**config.mk**
```make
export PLATFORM = sky130hd
export DESIGN_NAME = vme_cmd_arbiter_flat
export DESIGN_NICKNAME = d
export VERILOG_FILES = /design/src/rtl/vme_cmd_pkg.sv /design/src/rtl/vme_cmd_arbiter_if.sv /design/src/rtl/rr_arbiter.sv /design/src/rtl/vme_cmd_arbiter.sv /design/src/flat_wrapper.sv
export SDC_FILE = /design/constraint.sdc
export NUM_CORES = 1
export LEC_CHECK = 0
export BUFFER_PORTS_ARGS = -buffer_cell sky130_fd_sc_hd__buf_2
export CAP_MARGIN = 20
export CORE_MARGIN = 8
export CORE_UTILIZATION = 40
export DETAILED_ROUTE_END_ITERATION = 8
export PLACE_DENSITY = 0.77
export SLEW_MARGIN = 20
export SYNTH_ARGS = -nofsm -noshare
export SYNTH_HDL_FRONTEND = slang
export SYNTH_HIERARCHICAL = 1
export SYNTH_SLANG_ARGS = --single-unit
```
**constraint.sdc**
```tcl
create_clock -name clk -period 1.82 [get_ports clk]
set_clock_uncertainty 0.2 [all_clocks]
set_input_delay 0.364 -clock clk [delete_from_list [all_inputs] [get_ports clk]]
set_output_delay 0.364 -clock clk [all_outputs]
set_load 0.05 [all_outputs]
```
**src/rtl/vme_cmd_pkg.sv**
```systemverilog
// ---------------------------------------------------------------------------
// vme_cmd_pkg
// Shared types and constants for the VME command arbiter and its users.
//   state_e                 : arbiter FSM states (IDLE, ISSUE, WAIT_DONE)
//   IDLE_CMD_DEFAULT        : command word parked on the engine when idle
//   RD_BIT_DEFAULT          : command-word bit that marks a read
//   TIMEOUT_CYCLES_DEFAULT  : completion watchdog limit
//   TIMEOUT_RDATA           : readback value reported on a watchdog expiry
// ---------------------------------------------------------------------------
package vme_cmd_pkg;

    typedef enum logic [1:0] {
        IDLE      = 2'd0,
        ISSUE     = 2'd1,
        WAIT_DONE = 2'd2
    } state_e;

    localparam logic [31:0] IDLE_CMD_DEFAULT       = 32'h00F80000;
    localparam int          RD_BIT_DEFAULT         = 25;
    localparam int          TIMEOUT_CYCLES_DEFAULT = 1024;
    localparam logic [31:0] TIMEOUT_RDATA          = 32'hFFFFFFFF;

endpackage

```
**src/rtl/vme_cmd_arbiter_if.sv**
```systemverilog
// ---------------------------------------------------------------------------
// vme_cmd_arbiter_if
// Command datapath between the arbiter and the single VME engine.
//   start           : command launch pulse              (arbiter -> engine)
//   vme_cmd_reg     : command word                      (arbiter -> engine)
//   vme_dat_reg_in  : write data                        (arbiter -> engine)
//   vme_cmd_rd      : engine ready to accept a command  (engine  -> arbiter)
//   vme_dat_wr      : completion strobe                 (engine  -> arbiter)
//   vme_dat_reg_out : readback data                     (engine  -> arbiter)
// Modports: master = arbiter side, slave = engine side.
// ---------------------------------------------------------------------------
interface vme_cmd_arbiter_if;

    logic        start;
    logic [31:0] vme_cmd_reg;
    logic [31:0] vme_dat_reg_in;
    logic        vme_cmd_rd;
    logic        vme_dat_wr;
    logic [31:0] vme_dat_reg_out;

    modport master (
        output start, vme_cmd_reg, vme_dat_reg_in,
        input  vme_cmd_rd, vme_dat_wr, vme_dat_reg_out
    );

    modport slave (
        input  start, vme_cmd_reg, vme_dat_reg_in,
        output vme_cmd_rd, vme_dat_wr, vme_dat_reg_out
    );

endinterface

```
**src/rtl/rr_arbiter.sv**
```systemverilog
// ---------------------------------------------------------------------------
// rr_arbiter
// Combinational round-robin priority select: the first set request bit at or
// above ptr, wrapping past N-1 back to 0, wins. Reusable for any N-way
// single-winner arbitration (e.g. FIFO readout ports).
//   req   in  N  request vector
//   ptr   in  W  highest-priority index for this decision (must be < N)
//   gnt   out N  one-hot winner (all zero when no request)
//   idx   out W  binary index of the winner
//   valid out 1  at least one request present
// ---------------------------------------------------------------------------
module rr_arbiter #(
    parameter  int N = 2,
    localparam int W = (N > 1) ? $clog2(N) : 1
) (
    input  logic [N-1:0] req,
    input  logic [W-1:0] ptr,
    output logic [N-1:0] gnt,
    output logic [W-1:0] idx,
    output logic         valid
);

    function automatic int wrap_idx(input int base, input int off);
        int s;
        s = base + off;
        if (s >= N) s = s - N;
        return s;
    endfunction

    always_comb begin
        int j;
        // NOTE: every output gets a default before the scan so no path
        // leaves a value unassigned (which would infer a latch).
        gnt   = '0;
        idx   = '0;
        valid = 1'b0;
        j     = 0;
        for (int i = 0; i < N; i++) begin
            j = wrap_idx(int'(ptr), i);
            if (!valid && req[j]) begin
                valid  = 1'b1;
                gnt[j] = 1'b1;
                idx    = W'(j);
            end
        end
    end

endmodule

```
**src/rtl/vme_cmd_arbiter.sv**
```systemverilog
// ---------------------------------------------------------------------------
// vme_cmd_arbiter
// Shares the single VME command datapath among N_REQ requesters (host command
// stream, LVMB monitor poller, JTAG sequencer, ...). One command in flight at
// a time, round-robin fair, readback returned to the owning requester.
//
// Ports:
//   clk, rst_n     clock, asynchronous active-low reset
//   req            per-requester request level (drop after gnt)
//   req_cmd        packed command words, slice i = requester i
//   req_wdata      packed write data,    slice i = requester i
//   gnt            one-cycle one-hot grant pulse (coincides with start)
//   rsp_valid      one-cycle completion pulse
//   rsp_id         owner of the completed command
//   rsp_rd         completed command was a read (cmd[RD_BIT])
//   rsp_data       readback data, 0 for writes; holds between pulses
//   rsp_err        completion caused by watchdog expiry
//   busy           high whenever the FSM is not IDLE
//   vme            engine datapath (vme_cmd_arbiter_if.master)
//
// Optional feature: define VME_CMD_ARBITER_TIMEOUT_EN to enable a completion
// watchdog of TIMEOUT_CYCLES cycles in WAIT_DONE. Without it rsp_err is 0 and
// WAIT_DONE waits for the engine indefinitely.
// ---------------------------------------------------------------------------
module vme_cmd_arbiter
    import vme_cmd_pkg::*;
#(
    parameter  int          N_REQ          = 2,
    parameter  logic [31:0] IDLE_CMD       = IDLE_CMD_DEFAULT,
    parameter  int          RD_BIT         = RD_BIT_DEFAULT,
    parameter  int          TIMEOUT_CYCLES = TIMEOUT_CYCLES_DEFAULT,
    localparam int          ID_W           = $clog2(N_REQ)
) (
    input  logic                  clk,
    input  logic                  rst_n,
    input  logic [N_REQ-1:0]      req,
    input  logic [32*N_REQ-1:0]   req_cmd,
    input  logic [32*N_REQ-1:0]   req_wdata,
    output logic [N_REQ-1:0]      gnt,
    output logic                  rsp_valid,
    output logic [ID_W-1:0]       rsp_id,
    output logic                  rsp_rd,
    output logic [31:0]           rsp_data,
    output logic                  rsp_err,
    output logic                  busy,
    vme_cmd_arbiter_if.master     vme
);

    if (N_REQ < 2 || N_REQ > 8 || TIMEOUT_CYCLES < 2 || RD_BIT < 0 || RD_BIT > 31)
    begin : g_bad_cfg
        $error("vme_cmd_arbiter: unsupported parameter set");
    end

    state_e            state;
    logic [ID_W-1:0]   ptr;
    logic [ID_W-1:0]   owner;

    logic [N_REQ-1:0]  sel_gnt;
    logic [ID_W-1:0]   sel_idx;
    logic              sel_valid;

    logic              timed_out;
    logic              done;
    logic              cur_rd;
    logic [ID_W-1:0]   ptr_next;

    rr_arbiter #(.N(N_REQ)) u_rr (
        .req   (req),
        .ptr   (ptr),
        .gnt   (sel_gnt),
        .idx   (sel_idx),
        .valid (sel_valid)
    );

    // The command register doubles as the latched command while in flight.
    assign cur_rd   = vme.vme_cmd_reg[RD_BIT];
    assign ptr_next = (owner == ID_W'(N_REQ - 1)) ? '0 : owner + 1'b1;

`ifdef VME_CMD_ARBITER_TIMEOUT_EN
    logic [31:0] to_cnt;

    // Engine completion on the expiry cycle takes precedence over the watchdog.
    assign timed_out = (state == WAIT_DONE) && !vme.vme_dat_wr &&
                       (to_cnt == 32'(TIMEOUT_CYCLES - 1));
`else
    assign timed_out = 1'b0;
    assign rsp_err   = 1'b0;
`endif

    assign done = (state == WAIT_DONE) && (vme.vme_dat_wr || timed_out);

    // NOTE: all state and output registers use non-blocking assignments so
    // every read in this block sees the pre-edge value.
    always_ff @(posedge clk or negedge rst_n) begin
        if (!rst_n) begin
            state              <= IDLE;
            ptr                <= '0;
            owner              <= '0;
            gnt                <= '0;
            busy               <= 1'b0;
            rsp_valid          <= 1'b0;
            rsp_id             <= '0;
            rsp_rd             <= 1'b0;
            rsp_data           <= '0;
            vme.start          <= 1'b0;
            vme.vme_cmd_reg    <= IDLE_CMD;
            vme.vme_dat_reg_in <= '0;
`ifdef VME_CMD_ARBITER_TIMEOUT_EN
            rsp_err            <= 1'b0;
            to_cnt             <= '0;
`endif
        end else begin
            gnt       <= '0;
            rsp_valid <= 1'b0;
            vme.start <= 1'b0;

            case (state)
                IDLE: begin
                    if (sel_valid && vme.vme_cmd_rd) begin
                        owner              <= sel_idx;
                        gnt                <= sel_gnt;
                        vme.start          <= 1'b1;
                        vme.vme_cmd_reg    <= req_cmd[int'(sel_idx)*32 +: 32];
                        vme.vme_dat_reg_in <= req_wdata[int'(sel_idx)*32 +: 32];
                        busy               <= 1'b1;
                        state              <= ISSUE;
                    end
                end

                // Launch cycle: start/gnt are already high; the engine cannot
                // have completed yet, so vme_dat_wr is not looked at here.
                ISSUE: begin
                    state <= WAIT_DONE;
`ifdef VME_CMD_ARBITER_TIMEOUT_EN
                    to_cnt <= '0;
`endif
                end

                WAIT_DONE: begin
                    if (done) begin
                        rsp_valid          <= 1'b1;
                        rsp_id             <= owner;
                        rsp_rd             <= cur_rd;
                        if (timed_out)   rsp_data <= TIMEOUT_RDATA;
                        else if (cur_rd) rsp_data <= vme.vme_dat_reg_out;
                        else             rsp_data <= '0;
                        ptr                <= ptr_next;
                        vme.vme_cmd_reg    <= IDLE_CMD;
                        vme.vme_dat_reg_in <= '0;
                        busy               <= 1'b0;
                        state              <= IDLE;
                    end
`ifdef VME_CMD_ARBITER_TIMEOUT_EN
                    else begin
                        to_cnt <= to_cnt + 32'd1;
                    end
`endif
                end

                default: begin
                    state <= IDLE;
                    busy  <= 1'b0;
                end
            endcase

`ifdef VME_CMD_ARBITER_TIMEOUT_EN
            rsp_err <= done && timed_out;
`endif
        end
    end

endmodule
```
**src/flat_wrapper.sv**
```systemverilog
// flat-port wrapper written by rule: the top's interface ports become plain ports
module vme_cmd_arbiter_flat import vme_cmd_pkg::*;
#(
    parameter  int          N_REQ          = 2,
    parameter  logic [31:0] IDLE_CMD       = IDLE_CMD_DEFAULT,
    parameter  int          RD_BIT         = RD_BIT_DEFAULT,
    parameter  int          TIMEOUT_CYCLES = TIMEOUT_CYCLES_DEFAULT,
    localparam int          ID_W           = $clog2(N_REQ)
)
  (clk, rst_n, req, req_cmd, req_wdata, gnt, rsp_valid, rsp_id, rsp_rd, rsp_data, rsp_err, busy, vme_start, vme_vme_cmd_reg, vme_vme_dat_reg_in, vme_vme_cmd_rd, vme_vme_dat_wr, vme_vme_dat_reg_out);
  vme_cmd_arbiter_if vme_i ();
  input  logic clk;
  input  logic rst_n;
  input  logic [N_REQ-1:0] req;
  input  logic [32*N_REQ-1:0] req_cmd;
  input  logic [32*N_REQ-1:0] req_wdata;
  output logic [N_REQ-1:0] gnt;
  output logic rsp_valid;
  output logic [ID_W-1:0] rsp_id;
  output logic rsp_rd;
  output logic [31:0] rsp_data;
  output logic rsp_err;
  output logic busy;
  output wire logic [$bits(vme_i.start)-1:0] vme_start;
  output wire logic [$bits(vme_i.vme_cmd_reg)-1:0] vme_vme_cmd_reg;
  output wire logic [$bits(vme_i.vme_dat_reg_in)-1:0] vme_vme_dat_reg_in;
  input wire logic [$bits(vme_i.vme_cmd_rd)-1:0] vme_vme_cmd_rd;
  input wire logic [$bits(vme_i.vme_dat_wr)-1:0] vme_vme_dat_wr;
  input wire logic [$bits(vme_i.vme_dat_reg_out)-1:0] vme_vme_dat_reg_out;
  assign vme_start = vme_i.start;
  assign vme_vme_cmd_reg = vme_i.vme_cmd_reg;
  assign vme_vme_dat_reg_in = vme_i.vme_dat_reg_in;
  assign vme_i.vme_cmd_rd = vme_vme_cmd_rd;
  assign vme_i.vme_dat_wr = vme_vme_dat_wr;
  assign vme_i.vme_dat_reg_out = vme_vme_dat_reg_out;
  vme_cmd_arbiter #(.N_REQ(N_REQ), .IDLE_CMD(IDLE_CMD), .RD_BIT(RD_BIT), .TIMEOUT_CYCLES(TIMEOUT_CYCLES)) u_core (.clk(clk), .rst_n(rst_n), .req(req), .req_cmd(req_cmd), .req_wdata(req_wdata), .gnt(gnt), .rsp_valid(rsp_valid), .rsp_id(rsp_id), .rsp_rd(rsp_rd), .rsp_data(rsp_data), .rsp_err(rsp_err), .busy(busy), .vme(vme_i));
endmodule
```
==> out/qor.csv, run 1 <==
stage,metric,value,unit
final_layout,share of cells above drive strength 1,48.9,%
timing,setup tns final,0,ns
logic_synthesis,Synth Area in Compound Gates,14.0,%
cts,maximum clock path buffer count,2,
timing,fin crit period,1.71,ns
power_and_ir_drop,Max IR drop VDD,0.00102,V
logic_synthesis,#FFs+latches synth,107,
power_and_ir_drop,Lkg Pwr,3.60,nW
logic_synthesis,post-synth cell types,26,
floorplanning,core area,0.0114,mm²
logic_synthesis,"Cell Area, Synth",0.00469,mm²
final_layout,ant diodes,0,
routing,met3 routed WL,1150,µm
grt,global route total overflow,0,
power_and_ir_drop,pwr dens,1780,mW/mm²
cts,CTS sink count,107,
timing,fin. max-slew vios,0,
timing,Max Fclk,585,MHz
hold_path,worst min path class,primary input to flip-flop,
timing,RSZ-0062 raised after global routing,no,
grt,number of global-route vias before repair,4344,
routing,DRC Markers,0,
run,maxcap violations,0,
logic_synthesis,YS warnings,6,
logic_synthesis,xor and xnor area share after synthesis,0,%
cts,clk root buf,clkbuf_16,
routing,DR iter-0 viols,256,
logic_synthesis,Async SR Flop Fraction,100,%
floorplanning,row count,39,
power_and_ir_drop,Tot Pwr,11.8,mW
routing,via/cell ratio,5.01,
logic_synthesis,Synth Area in Adders,0,%
logic_synthesis,mux contribution to synthesized area,13.9,%
floorplanning,Initial Util,41.1,%
worst_setup_path,flop-to-flop setup slack,0.11,ns
worst_setup_path,CP max FO,36,
routing,DR WL met2,7520,µm
logic_synthesis,instance count of the mapped netlist,394,
grt,antenna violations before repair,0,
placed_design,hpwl dp,11700,µm
routing,Routed WL,15000,µm
routing,"antenna viol nets, final",0,
logic_synthesis,Post-synth EDFFs,0,
cts,TritonCTS clock tree,done,
routing,Avg WL per Cell,18.6,µm
power_and_ir_drop,Cell Int Power,5.92,mW
floorplanning,num ports,270,
final_layout,Synth-to-Final Area Change,41.9,%
final_layout,Multi-input gate area,0.00187,mm²
hold_path,WHS Path Cells,3,
timing,Final Hold Fails,0,
timing,final worst setup slack,0.110,ns
placed_design,pre-CTS setup slack,0.0344,ns
final_layout,nets,827,
worst_setup_path,FF-to-FF End,u_core/vme.vme_dat_reg_in[4]$_DFFE_PN0P_,
routing,top sig layer,met4,
worst_setup_path,R2R cell count,5,
worst_setup_path,crit start category,flip-flop,
hold_path,hold path endpoint,u_core/rsp_data[13]$_DFFE_PN0P_,
logic_synthesis,syn_area_per_cell,11.9,µm²
floorplanning,die area,0.0155,mm²
routing,DR pass1 iterations,4,
timing,final setup fails,0,
placed_design,count of input and output buffers,268,
final_layout,Reg area,0.00268,mm²
final_layout,highest-count cells in the layout ignoring fill and taps,"buf_2 (267), dfrtp_1 (102), nand2_1 (77)",
logic_synthesis,largest family of logic cells by synthesized area,compound AO/OA/AOI/OAI gates,
floorplanning,Die H,124,µm
cts,clk_lat worst skew,0.34,ns
power_and_ir_drop,Clock power frac,16.6,%
final_layout,"most common cell after layout, fill and taps aside",buf_2,
worst_setup_path,Crit. End Element,flip-flop,
grt,first-pass GRT wire length,24100,µm
worst_setup_path,worst r2r src,u_core/ptr$_DFFE_PN0P_,
worst_setup_path,Critical Path RT,1.84,ns
cts,H-tree depth,3,
grt,gr usage total,19.2,%
worst_setup_path,critical path class,flip-flop to flip-flop,
timing,Final period util,94.0,%
final_layout,Fillers,958,
logic_synthesis,Simple-Gate Fraction of Synth Area,10.9,%
power_and_ir_drop,Logic pwr share,51.4,%
grt,largest net degree at the start of global routing,37,
outcome,status,"finished, final reports clean",
cts,CTS Buf Count,9,
placed_design,gpl congestion,0.775,
logic_synthesis,register area share after synthesis,57.2,%
worst_setup_path,crit path DAT,1.73,ns
hold_path,min-delay src,vme_vme_dat_reg_out[13],
routing,wl on met1,6160,µm
power_and_ir_drop,switching power,5.92,mW
power_and_ir_drop,Reg power frac,32.0,%
cts,"CTS clk-pin slew, worst paths",0.07,ns
routing,via count,4054,
floorplanning,Die W,124,µm
logic_synthesis,syn_nets,560,
logic_synthesis,predominant post-synthesis flop cell,dfrtp_1,
power_and_ir_drop,sw frac,50.0,%
## cells in the mapped netlist (all sizes together), types with 2 or more instances
cell / instances / area share, %
a21boi: 3 / 0.48
inv: 4 / 0.43
and2: 2 / 0.27
o2bb2ai: 59 / 12
mux2i: 64 / 14
a2bb2oi: 5 / 0.93
nand2: 77 / 6.2
nor2: 2 / 0.51
buf: 20 / 2.6
nand3: 32 / 3.4
dfrtp: 102 / 54
o21ai: 2 / 0.21
dfstp: 5 / 2.8
clkbuf: 12 / 0.96
## final cells by class
class / instances / share of cell area (%)
clock buffers: 9 / 3.38
multi-input cells: 251 / 28.0
clock inverters: 7 / 1.11
inverters: 4 / 0.301
well taps: 143 / 2.69
repair buffers: 288 / 24.2
flip-flops and latches: 107 / 40.3
## per-stage QoR
stage               hold WS [ns]  cells  utilization (%)  area [µm²]
floorplan                 -0.132    394                -        4690
global placement           0.116    790             55.3        6320
detailed placement         0.122    790             55.3        6320
CTS                       0.0383    807             58.0        6630
global route              0.0409    809             58.3        6660
finish                    0.0459    809             58.3        6660
## per-layer routing
metal	global-route usage (%)	up-vias
li1	-	1940
met1	23.0	1919
met2	32.1	179
met3	6.64	16
met4	4.89	0
met5	0	-
## critical path, stage by stage, from the launching register on
cell and delay (ns):
dfrtp_1 0.37, inv_1 0.09, a21boi_4 0.22, buf_12 0.28, mux2i_1 0.29, o2bb2ai_1 0.11
## how the worst max path moves through the flow
stage | from | to | slack [ns]
2_1_floorplan | u_core/ptr$_DFFE_PN0P_ | u_core/vme.vme_cmd_reg[16]$_DFFE_PN0P_ | 0.12
3_3_place_gp | req[0] | u_core/vme.vme_dat_reg_in[4]$_DFFE_PN0P_ | 0.11
3_5_place_dp | req[0] | u_core/vme.vme_cmd_reg[16]$_DFFE_PN0P_ | 0.03
4_1_cts | u_core/vme.vme_cmd_reg[21]$_DFFE_PN1P_ | vme_vme_cmd_reg[21] | 0.09
5_1_grt | u_core/ptr$_DFFE_PN0P_ | u_core/vme.vme_cmd_reg[16]$_DFFE_PN0P_ | 0.006
6_report | u_core/ptr$_DFFE_PN0P_ | u_core/vme.vme_dat_reg_in[4]$_DFFE_PN0P_ | 0.11
## power groups by stage
stage	Sequential [mW]	Clock (mW)	Combinational [mW]
6_report	3.79	1.97	6.09
2_1_floorplan	6.80	0	1.37
3_3_place_gp	3.80	0	6.00
3_5_place_dp	3.80	0	6.12
5_1_grt	3.90	2.13	6.37
4_1_cts	3.79	2.00	6.12
## kinds of logic (layout without fill, tap and decap cells)
group / Yosys count / in the layout
mux: 65 / 65
simple gates: 116 / 116
other cells: 1 / 1
buf+inv: 36 / 308
compound gates: 69 / 69
flops: 107 / 107
## what timing repair did
action | 4_1_cts | 5_1_grt
endpoints found under the hold margin | 22 | 0
buffers inserted | 0 | 2
hold buffers | 1 | 0
endpoints found under the setup margin | 0 | 3
resized for setup | 0 | 3
Note: power is estimated with default switching activity, not from simulation.
==> run 2: changes to the inputs <==
--- a/config.mk
+++ b/config.mk
@@ -10,6 +10,7 @@
 export CORE_MARGIN = 8
 export CORE_UTILIZATION = 40
 export DETAILED_ROUTE_END_ITERATION = 8
+export HOLD_SLACK_MARGIN = 0.1
 export PLACE_DENSITY = 0.77
 export SLEW_MARGIN = 20
 export SYNTH_ARGS = -nofsm -noshare
==> out/qor.csv, run 2 (synthesis gave the netlist of run 1 again) <==
stage,metric,value,unit,change
placed_design,count of input and output buffers,268,,unchanged
floorplanning,Initial Util,41.1,%,unchanged
timing,fin crit period,1.71,ns,+0.00334 ns
cts,CTS Buf Count,9,,unchanged
final_layout,share of cells above drive strength 1,46.7,%,-2.2 points
power_and_ir_drop,sw frac,49.9,%,-0.084 points
final_layout,nets,859,,+3.9%
timing,final setup fails,0,,unchanged
placed_design,placed instance count,790,,unchanged
worst_setup_path,flop-to-flop setup slack,0.11,ns,about the same
power_and_ir_drop,Clock power frac,16.4,%,-0.2 points
routing,DRC Markers,0,,unchanged
grt,largest net degree at the start of global routing,37,,unchanged
power_and_ir_drop,Cell Int Power,5.96,mW,+0.76%
worst_setup_path,R2R cell count,5,,unchanged
routing,Routed WL,15900,µm,+5.6%
routing,DR iter-0 viols,294,,+15%
grt,global route total overflow,0,,unchanged
routing,via count,4282,,+5.6%
grt,antenna violations before repair,2,,+2
hold_path,hold path endpoint,u_core/vme.vme_cmd_reg[12]$_DFFE_PN0P_,,
placed_design,hpwl dp,11700,µm,unchanged
worst_setup_path,CP max FO,36,,unchanged
power_and_ir_drop,Reg power frac,31.8,%,-0.2 points
final_layout,highest-count cells in the layout ignoring fill and taps,"buf_2 (267), dfrtp_1 (102), nand2_1 (77)",,
floorplanning,core area,0.0114,mm²,unchanged
routing,Avg WL per Cell,18.8,µm,+1.2%
final_layout,Synth-to-Final Area Change,48.9,%,
cts,H-tree depth,3,,unchanged
grt,number of global-route vias before repair,4545,,+4.6%
timing,Final period util,94.2,%,+0.18 points
power_and_ir_drop,Lkg Pwr,3.74,nW,+3.7%
grt,gr usage total,20.0,%,+0.87 points
power_and_ir_drop,switching power,5.94,mW,+0.42%
final_layout,"most common cell after layout, fill and taps aside",buf_2,,
timing,Max Fclk,584,MHz,-0.20%
cts,TritonCTS clock tree,done,,
floorplanning,Die H,124,µm,unchanged
timing,RSZ-0062 raised after global routing,no,,
worst_setup_path,crit path DAT,1.74,ns,about the same
cts,clk root buf,clkbuf_16,,
power_and_ir_drop,Logic pwr share,51.8,%,+0.4 points
placed_design,gpl congestion,0.775,,unchanged
worst_setup_path,worst r2r src,u_core/ptr$_DFFE_PN0P_,,
timing,fin. max-slew vios,0,,unchanged
routing,"antenna viol nets, final",0,,unchanged
cts,CTS sink count,107,,unchanged
final_layout,Non-Filler Instances,844,,+4.3%
grt,first-pass GRT wire length,25200,µm,+4.5%
timing,Final Hold Fails,0,,unchanged
worst_setup_path,crit start category,flip-flop,,
power_and_ir_drop,Max IR drop VDD,0.00102,V,+0.18%
hold_path,min-delay src,req_cmd[44],,
worst_setup_path,Critical Path RT,1.84,ns,about the same
placed_design,DP Area,0.00632,mm²,unchanged
floorplanning,Die W,124,µm,unchanged
floorplanning,die area,0.0155,mm²,unchanged
hold_path,WHS Path Cells,3,,unchanged
worst_setup_path,critical path class,flip-flop to flip-flop,,
outcome,status,"finished, final reports clean",,
worst_setup_path,FF-to-FF End,u_core/vme.vme_cmd_reg[16]$_DFFE_PN0P_,,
routing,via/cell ratio,5.07,,+1.2%
timing,setup tns final,0,ns,unchanged
cts,maximum clock path buffer count,2,,unchanged
power_and_ir_drop,pwr dens,1710,mW/mm²,-4.1%
run,maxcap violations,0,,unchanged
floorplanning,num ports,270,,unchanged
worst_setup_path,Crit. End Element,flip-flop,,
cts,"CTS clk-pin slew, worst paths",0.07,ns,about the same
routing,DR pass1 iterations,4,,unchanged
final_layout,fin area,0.00698,mm²,+4.9%
hold_path,worst min path class,primary input to flip-flop,,
cts,clk_lat worst skew,0.34,ns,about the same
floorplanning,row count,39,,unchanged
-- run 2: timing repair --
action / 4_1_cts / 5_1_grt
buffers inserted: 0 / 2
hold buffers: 33 / 0
endpoints found under the hold margin: 93 / 0
setup endpoints to repair: 0 / 3
gates resized for setup: 0 / 3
-- run 2: how the worst max path moves through the flow --
stage	startpoint	end	slack (ns)	cells past startpoint
after floorplan	u_core/ptr$_DFFE_PN0P_	u_core/vme.vme_cmd_reg[16]$_DFFE_PN0P_	0.12	6
after global placement	req[0]	u_core/vme.vme_dat_reg_in[4]$_DFFE_PN0P_	0.11	5
after detailed placement	req[0]	u_core/vme.vme_cmd_reg[16]$_DFFE_PN0P_	0.03	5
after CTS	u_core/vme.vme_cmd_reg[21]$_DFFE_PN1P_	vme_vme_cmd_reg[21]	0.09	1
after global routing	u_core/ptr$_DFFE_PN0P_	u_core/vme.vme_cmd_reg[16]$_DFFE_PN0P_	0.006	5
final	u_core/ptr$_DFFE_PN0P_	u_core/vme.vme_cmd_reg[16]$_DFFE_PN0P_	0.11	5
-- run 2: power groups by stage --
| stage | clock network [mW] | registers, mW | logic, mW |
|---|---|---|---|
| after global placement | 0 | 3.80 | 6.00 |
| after CTS | 2.00 | 3.79 | 6.17 |
| after global routing | 2.13 | 3.91 | 6.45 |
| after detailed placement | 0 | 3.80 | 6.12 |
| final | 1.95 | 3.79 | 6.17 |
| after floorplan | 0 | 6.80 | 1.37 |
-- run 2: stage by stage --
| step | setup slack, ns | hold slack, ns | power (mW) | utilization [%] |
|---|---|---|---|---|
| finish | 0.106 | 0.117 | 11.9 | 61.2 |
| global placement | 0.110 | 0.116 | 9.80 | 55.3 |
| detailed placement | 0.0344 | 0.122 | 9.92 | 55.3 |
| floorplan | 0.123 | -0.132 | 8.17 | - |
| CTS | 0.0900 | 0.105 | 12.0 | 60.8 |
| global route | 0.00552 | 0.110 | 12.5 | 61.1 |
-- run 2: metal layers --
metal / routed length (µm) / GRT usage (%) / up-vias / share of wire (%)
li1: - / - / 2011 / -
met1: 6220 / 23.2 / 2047 / 39
met2: 8130 / 34.1 / 208 / 51
met3: 1280 / 7.19 / 16 / 8.1
met4: 221 / 5.81 / 0 / 1.4
met5: 0 / 0 / - / 0
-- run 2: area by class of cell --
class | instances | area [µm²]
Antenna cell | 3 | 7.51
Clock buffer | 9 | 225
Clock inverter | 7 | 73.8
Fill cell | 918 | 4430
Inverter | 4 | 20.0
Multi-Input combinational cell | 251 | 1870
Sequential cell | 107 | 2680
Tap cell | 143 | 179
Timing Repair Buffer | 320 | 1930
-- run 2: critical path, cell delays in order, from the launching register on --
cell,delay (ns)
dfrtp_1,0.37
inv_1,0.09
a21boi_4,0.22
buf_12,0.27
mux2i_1,0.31
o2bb2ai_2,0.10
==> run 3: changes to the inputs <==
--- a/config.mk
+++ b/config.mk
@@ -8,10 +8,11 @@
 export BUFFER_PORTS_ARGS = -buffer_cell sky130_fd_sc_hd__buf_2
 export CAP_MARGIN = 20
 export CORE_MARGIN = 8
-export CORE_UTILIZATION = 40
+export CORE_UTILIZATION = 41
+export CTS_BUF_LIST = sky130_fd_sc_hd__clkbuf_2
 export DETAILED_ROUTE_END_ITERATION = 8
 export HOLD_SLACK_MARGIN = 0.1
-export PLACE_DENSITY = 0.77
+export PLACE_DENSITY = 0.79
 export SLEW_MARGIN = 20
 export SYNTH_ARGS = -nofsm -noshare
 export SYNTH_HDL_FRONTEND = slang
==> out/qor.csv, run 3 <==
stage,metric,value,unit,change
logic_synthesis,Yosys top cell area share,54.4,%,unchanged
logic_synthesis,post-synth cell types,26,,unchanged
floorplanning,num ports,270,,unchanged
outcome,error msg,[ERROR RSZ-0060] Max buffer count reached.,,
cts,clk root buf,clkbuf_2,,
floorplanning,row count,39,,unchanged
logic_synthesis,#FFs+latches synth,107,,unchanged
outcome,status,did not finish,,
logic_synthesis,syn_area_per_cell,11.9,µm²,unchanged
logic_synthesis,YS warnings,6,,unchanged
logic_synthesis,Async SR Flop Fraction,100,%,unchanged
cts,CTS Buf Count,9,,unchanged
placed_design,gpl congestion,0.847,,+9.3%
placed_design,hpwl dp,11300,µm,-3.0%
cts,CTS resizes,169,,+169
logic_synthesis,predominant post-synthesis flop cell,dfrtp_1,,
logic_synthesis,most instantiated cells after synthesis,"dfrtp_1 (102), nand2_1 (77), mux2i_1 (64)",,
logic_synthesis,instance count of the mapped netlist,394,,unchanged
floorplanning,Die H,123,µm,-1.1%
floorplanning,Initial Util,41.6,%,+0.53 points
logic_synthesis,Post-synth EDFFs,0,,unchanged
cts,maximum clock path buffer count,2,,unchanged
logic_synthesis,most frequent cell after synthesis,dfrtp_1,,
logic_synthesis,"area leader, netlist",dfrtp_1,,
outcome,stopping stage,4_1_cts,,
floorplanning,Die W,123,µm,-1.1%
logic_synthesis,register area share after synthesis,57.2,%,unchanged
logic_synthesis,"top cells by area, synth","dfrtp_1 (54%), mux2i_1 (14%), o2bb2ai_1 (9.1%), nand2_1 (6.2%), nand3_1 (3.4%)",,
placed_design,pre-CTS setup slack,0.0342,ns,-0.000238 ns
logic_synthesis,syn_nets,560,,unchanged
cts,CTS sink count,107,,unchanged
logic_synthesis,"Cell Area, Synth",0.00469,mm²,unchanged
placed_design,count of input and output buffers,268,,unchanged
cts,H-tree depth,3,,unchanged
cts,hold buffers post-CTS,166,,+400%
cts,post-CTS setup buffer count,21,,+21
run 3: cell counts after synthesis:
No cell type changed its count.
run 3: kinds of logic after synthesis:
| family | synth area share [%] |
|---|---|
| AND/OR/NAND/NOR | 10.9 |
| multiplexers | 13.9 |
| AO/OA/AOI/OAI | 14.0 |
| other | 0.0799 |
| buffers and inverters | 3.97 |
| flip-flops | 57.2 |
run 3: stage by stage:
step / hold WS (ns) / utilization [%] / std cells / instance area (µm²)
3_5_place_dp: 0.250 / 55.7 / 789 / 6280
3_3_place_gp: 0.245 / 55.7 / 789 / 6280
2_1_floorplan: -0.132 / - / 394 / 4690
==> run 4: changes to the inputs <==
--- a/config.mk
+++ b/config.mk
@@ -8,11 +8,9 @@
 export BUFFER_PORTS_ARGS = -buffer_cell sky130_fd_sc_hd__buf_2
 export CAP_MARGIN = 20
 export CORE_MARGIN = 8
-export CORE_UTILIZATION = 41
-export CTS_BUF_LIST = sky130_fd_sc_hd__clkbuf_2
+export CORE_UTILIZATION = 40
 export DETAILED_ROUTE_END_ITERATION = 8
-export HOLD_SLACK_MARGIN = 0.1
-export PLACE_DENSITY = 0.79
+export PLACE_DENSITY_LB_ADDON = 0.15
 export SLEW_MARGIN = 20
 export SYNTH_ARGS = -nofsm -noshare
 export SYNTH_HDL_FRONTEND = slang
==> constraint.sdc (replaced) <==
create_clock -name clk -period 2.4 [get_ports clk]
set_clock_uncertainty 0.2 [all_clocks]
set_input_delay 0.48 -clock clk [delete_from_list [all_inputs] [get_ports clk]]
set_output_delay 0.48 -clock clk [all_outputs]
set_load 0.05 [all_outputs]
==> out/qor.csv, run 4 (synthesis gave the netlist of run 1 again) <==
stage,metric,value,unit,change
outcome,status,"finished, violations left",,
outcome,failing checks,hold timing,,
worst_setup_path,"CP delay by family, top",flip-flops,,
cts,post-CTS setup buffer count,0,,-100%
routing,Routed WL,13800,µm,
worst_setup_path,Worst path slowest cell,dfstp_2,,
cts,clk_lat worst skew,0.33,ns,
grt,gr usage total,17.5,%,
worst_setup_path,flop-to-flop setup slack,0.72,ns,
final_layout,ant diodes,0,,
worst_setup_path,FF-to-FF End,u_core/vme.vme_cmd_reg[19]$_DFFE_PN1P_,,
run,maxcap violations,0,,
cts,hold buffers post-CTS,0,,-100%
grt,met1 usage,20.6,%,
floorplanning,die area,0.0155,mm²,
grt,first-pass GRT wire length,22400,µm,
worst_setup_path,CP Depth,1,,
cts,maximum clock path buffer count,2,,unchanged
cts,CTS sink count,107,,unchanged
timing,fin crit period,1.84,ns,
final_layout,highest-count cells in the layout ignoring fill and taps,"buf_2 (267), dfrtp_1 (102), nand2_1 (77)",,
cts,H-tree depth,3,,unchanged
routing,DR iter-0 viols,235,,
placed_design,count of input and output buffers,268,,unchanged
grt,largest net degree at the start of global routing,108,,
floorplanning,num ports,270,,unchanged
timing,Min Hold Slack,-0.0353,ns,
placed_design,hpwl dp,10500,µm,-6.9%
timing,fin. max-slew vios,0,,
floorplanning,Initial Util,41.1,%,-0.53 points
routing,via count,3947,,
routing,DR pass1 iterations,4,,
worst_setup_path,CP bufs+invs,1,,
grt,number of global-route vias before repair,4293,,
grt,GR Util met3,6.72,%,
grt,"Most Used Layer, Global Route",met2,,
routing,DRC Markers,0,,
worst_setup_path,CP max FO,2,,
final_layout,post-layout util,56.9,%,
final_layout,"most common cell after layout, fill and taps aside",buf_2,,
worst_setup_path,crit path DAT,1.16,ns,
floorplanning,core area,0.0114,mm²,
timing,Final Hold Fails,20,,
timing,RSZ-0062 raised after global routing,no,,
power_and_ir_drop,Max IR drop VDD,0.000884,V,
routing,Avg WL per Cell,17.3,µm,
worst_setup_path,crit start category,flip-flop,,
worst_setup_path,R2R cell count,4,,
worst_setup_path,worst r2r src,u_core/state[0]$_DFFE_PN0P_,,
worst_setup_path,"critical path, cell by cell",buf_2,,
cts,clk root buf,clkbuf_16,,
hold_path,worst min path class,primary input to async pin,,
timing,final setup fails,0,,
power_and_ir_drop,pwr dens,1350,mW/mm²,
cts,TritonCTS clock tree,done,,
worst_setup_path,CP endpoint,vme_vme_cmd_reg[20],,
timing,Max Fclk,542,MHz,
routing,"antenna viol nets, final",0,,
floorplanning,Die H,124,µm,+1.1%
placed_design,gpl congestion,0.770,,-9.1%
final_layout,share of cells above drive strength 1,47.9,%,
grt,global route total overflow,0,,
worst_setup_path,Critical Path RT,1.72,ns,
cts,CTS Buf Count,9,,unchanged
timing,Final period util,76.8,%,
worst_setup_path,critical path class,flip-flop to output pin,,
floorplanning,Die W,124,µm,+1.1%
timing,headroom to the max-slew limit,60.5,%,
cts,CTS resizes,0,,-100%
routing,via/cell ratio,4.93,,
final_layout,Synth-to-Final Area Change,38.5,%,
worst_setup_path,crit path launch,u_core/vme.vme_cmd_reg[20]$_DFFE_PN1P_,,
floorplanning,row count,39,,unchanged
grt,antenna violations before repair,1,,
power_and_ir_drop,Lkg Pwr,3.53,nW,
timing,Least-Margin Pin Slew,0.592,ns,
timing,setup tns final,0,ns,
cts,"CTS clk-pin slew, worst paths",0.08,ns,
worst_setup_path,CP max stage delay,0.54,ns,
worst_setup_path,Crit. End Element,output pin,,
grt,M2 GR Usage,29.3,%,
final_layout,nets,818,,
-- run 4: area by class of cell --
type | instances | area, µm²
inverters | 4 | 20.0
well taps | 143 | 179
clock inverters | 5 | 45.0
repair buffers | 279 | 1480
fillers | 1006 | 4920
multi-input cells | 251 | 1850
clock buffers | 11 | 243
flip-flops and latches | 107 | 2680
-- run 4: how the worst min path moves through the flow --
stage / startpoint / end / slack [ns] / cells past startpoint
final: rst_n / u_core/vme.vme_cmd_reg[18]$_DFFE_PN0P_ / -0.04 / 2
after global routing: rst_n / u_core/vme.vme_cmd_reg[18]$_DFFE_PN0P_ / 0.04 / 2
after CTS: rst_n / u_core/vme.vme_cmd_reg[18]$_DFFE_PN0P_ / 0.02 / 2
after detailed placement: u_core/rsp_data[3]$_DFFE_PN0P_ / u_core/rsp_data[3]$_DFFE_PN0P_ / 0.25 / 2
after global placement: u_core/rsp_data[28]$_DFFE_PN0P_ / u_core/rsp_data[28]$_DFFE_PN0P_ / 0.24 / 2
after floorplan: rst_n / u_core/busy$_DFFE_PN0P_ / -0.02 / 0
-- run 4: worst reg2reg max path, cell delays in order, from the launching register on --
cell and delay [ns]:
dfrtp_1 0.39, nand4bb_4 0.20, buf_4 0.41, nand2_1 0.22, a2bb2oi_1 0.18
-- run 4: metal layers --
layer,routed length (µm),vias to the layer above
li1,-,1923
met1,5620,1850
met2,6850,159
met3,1220,13
met4,140,2
met5,13,-
-- run 4: power by group --
part           leakage, nW  switching (mW)  total (mW)  internal, mW
sequential            1.37           0.352        2.84          2.49
clock                0.139           0.672        1.42         0.750
combinational         2.02            3.39        4.51          1.12
total                 3.53            4.41        8.77          4.36
-- run 4: metrics by stage --
step	total power [mW]	setup WS (ns)	cell area, µm²	instances
final	8.77	0.556	6500	800
after global routing	9.22	0.522	6500	800
after CTS	8.89	0.530	6500	800
after detailed placement	7.44	0.286	6210	784
after global placement	7.38	0.338	6210	784
after floorplan	6.20	0.588	4690	394
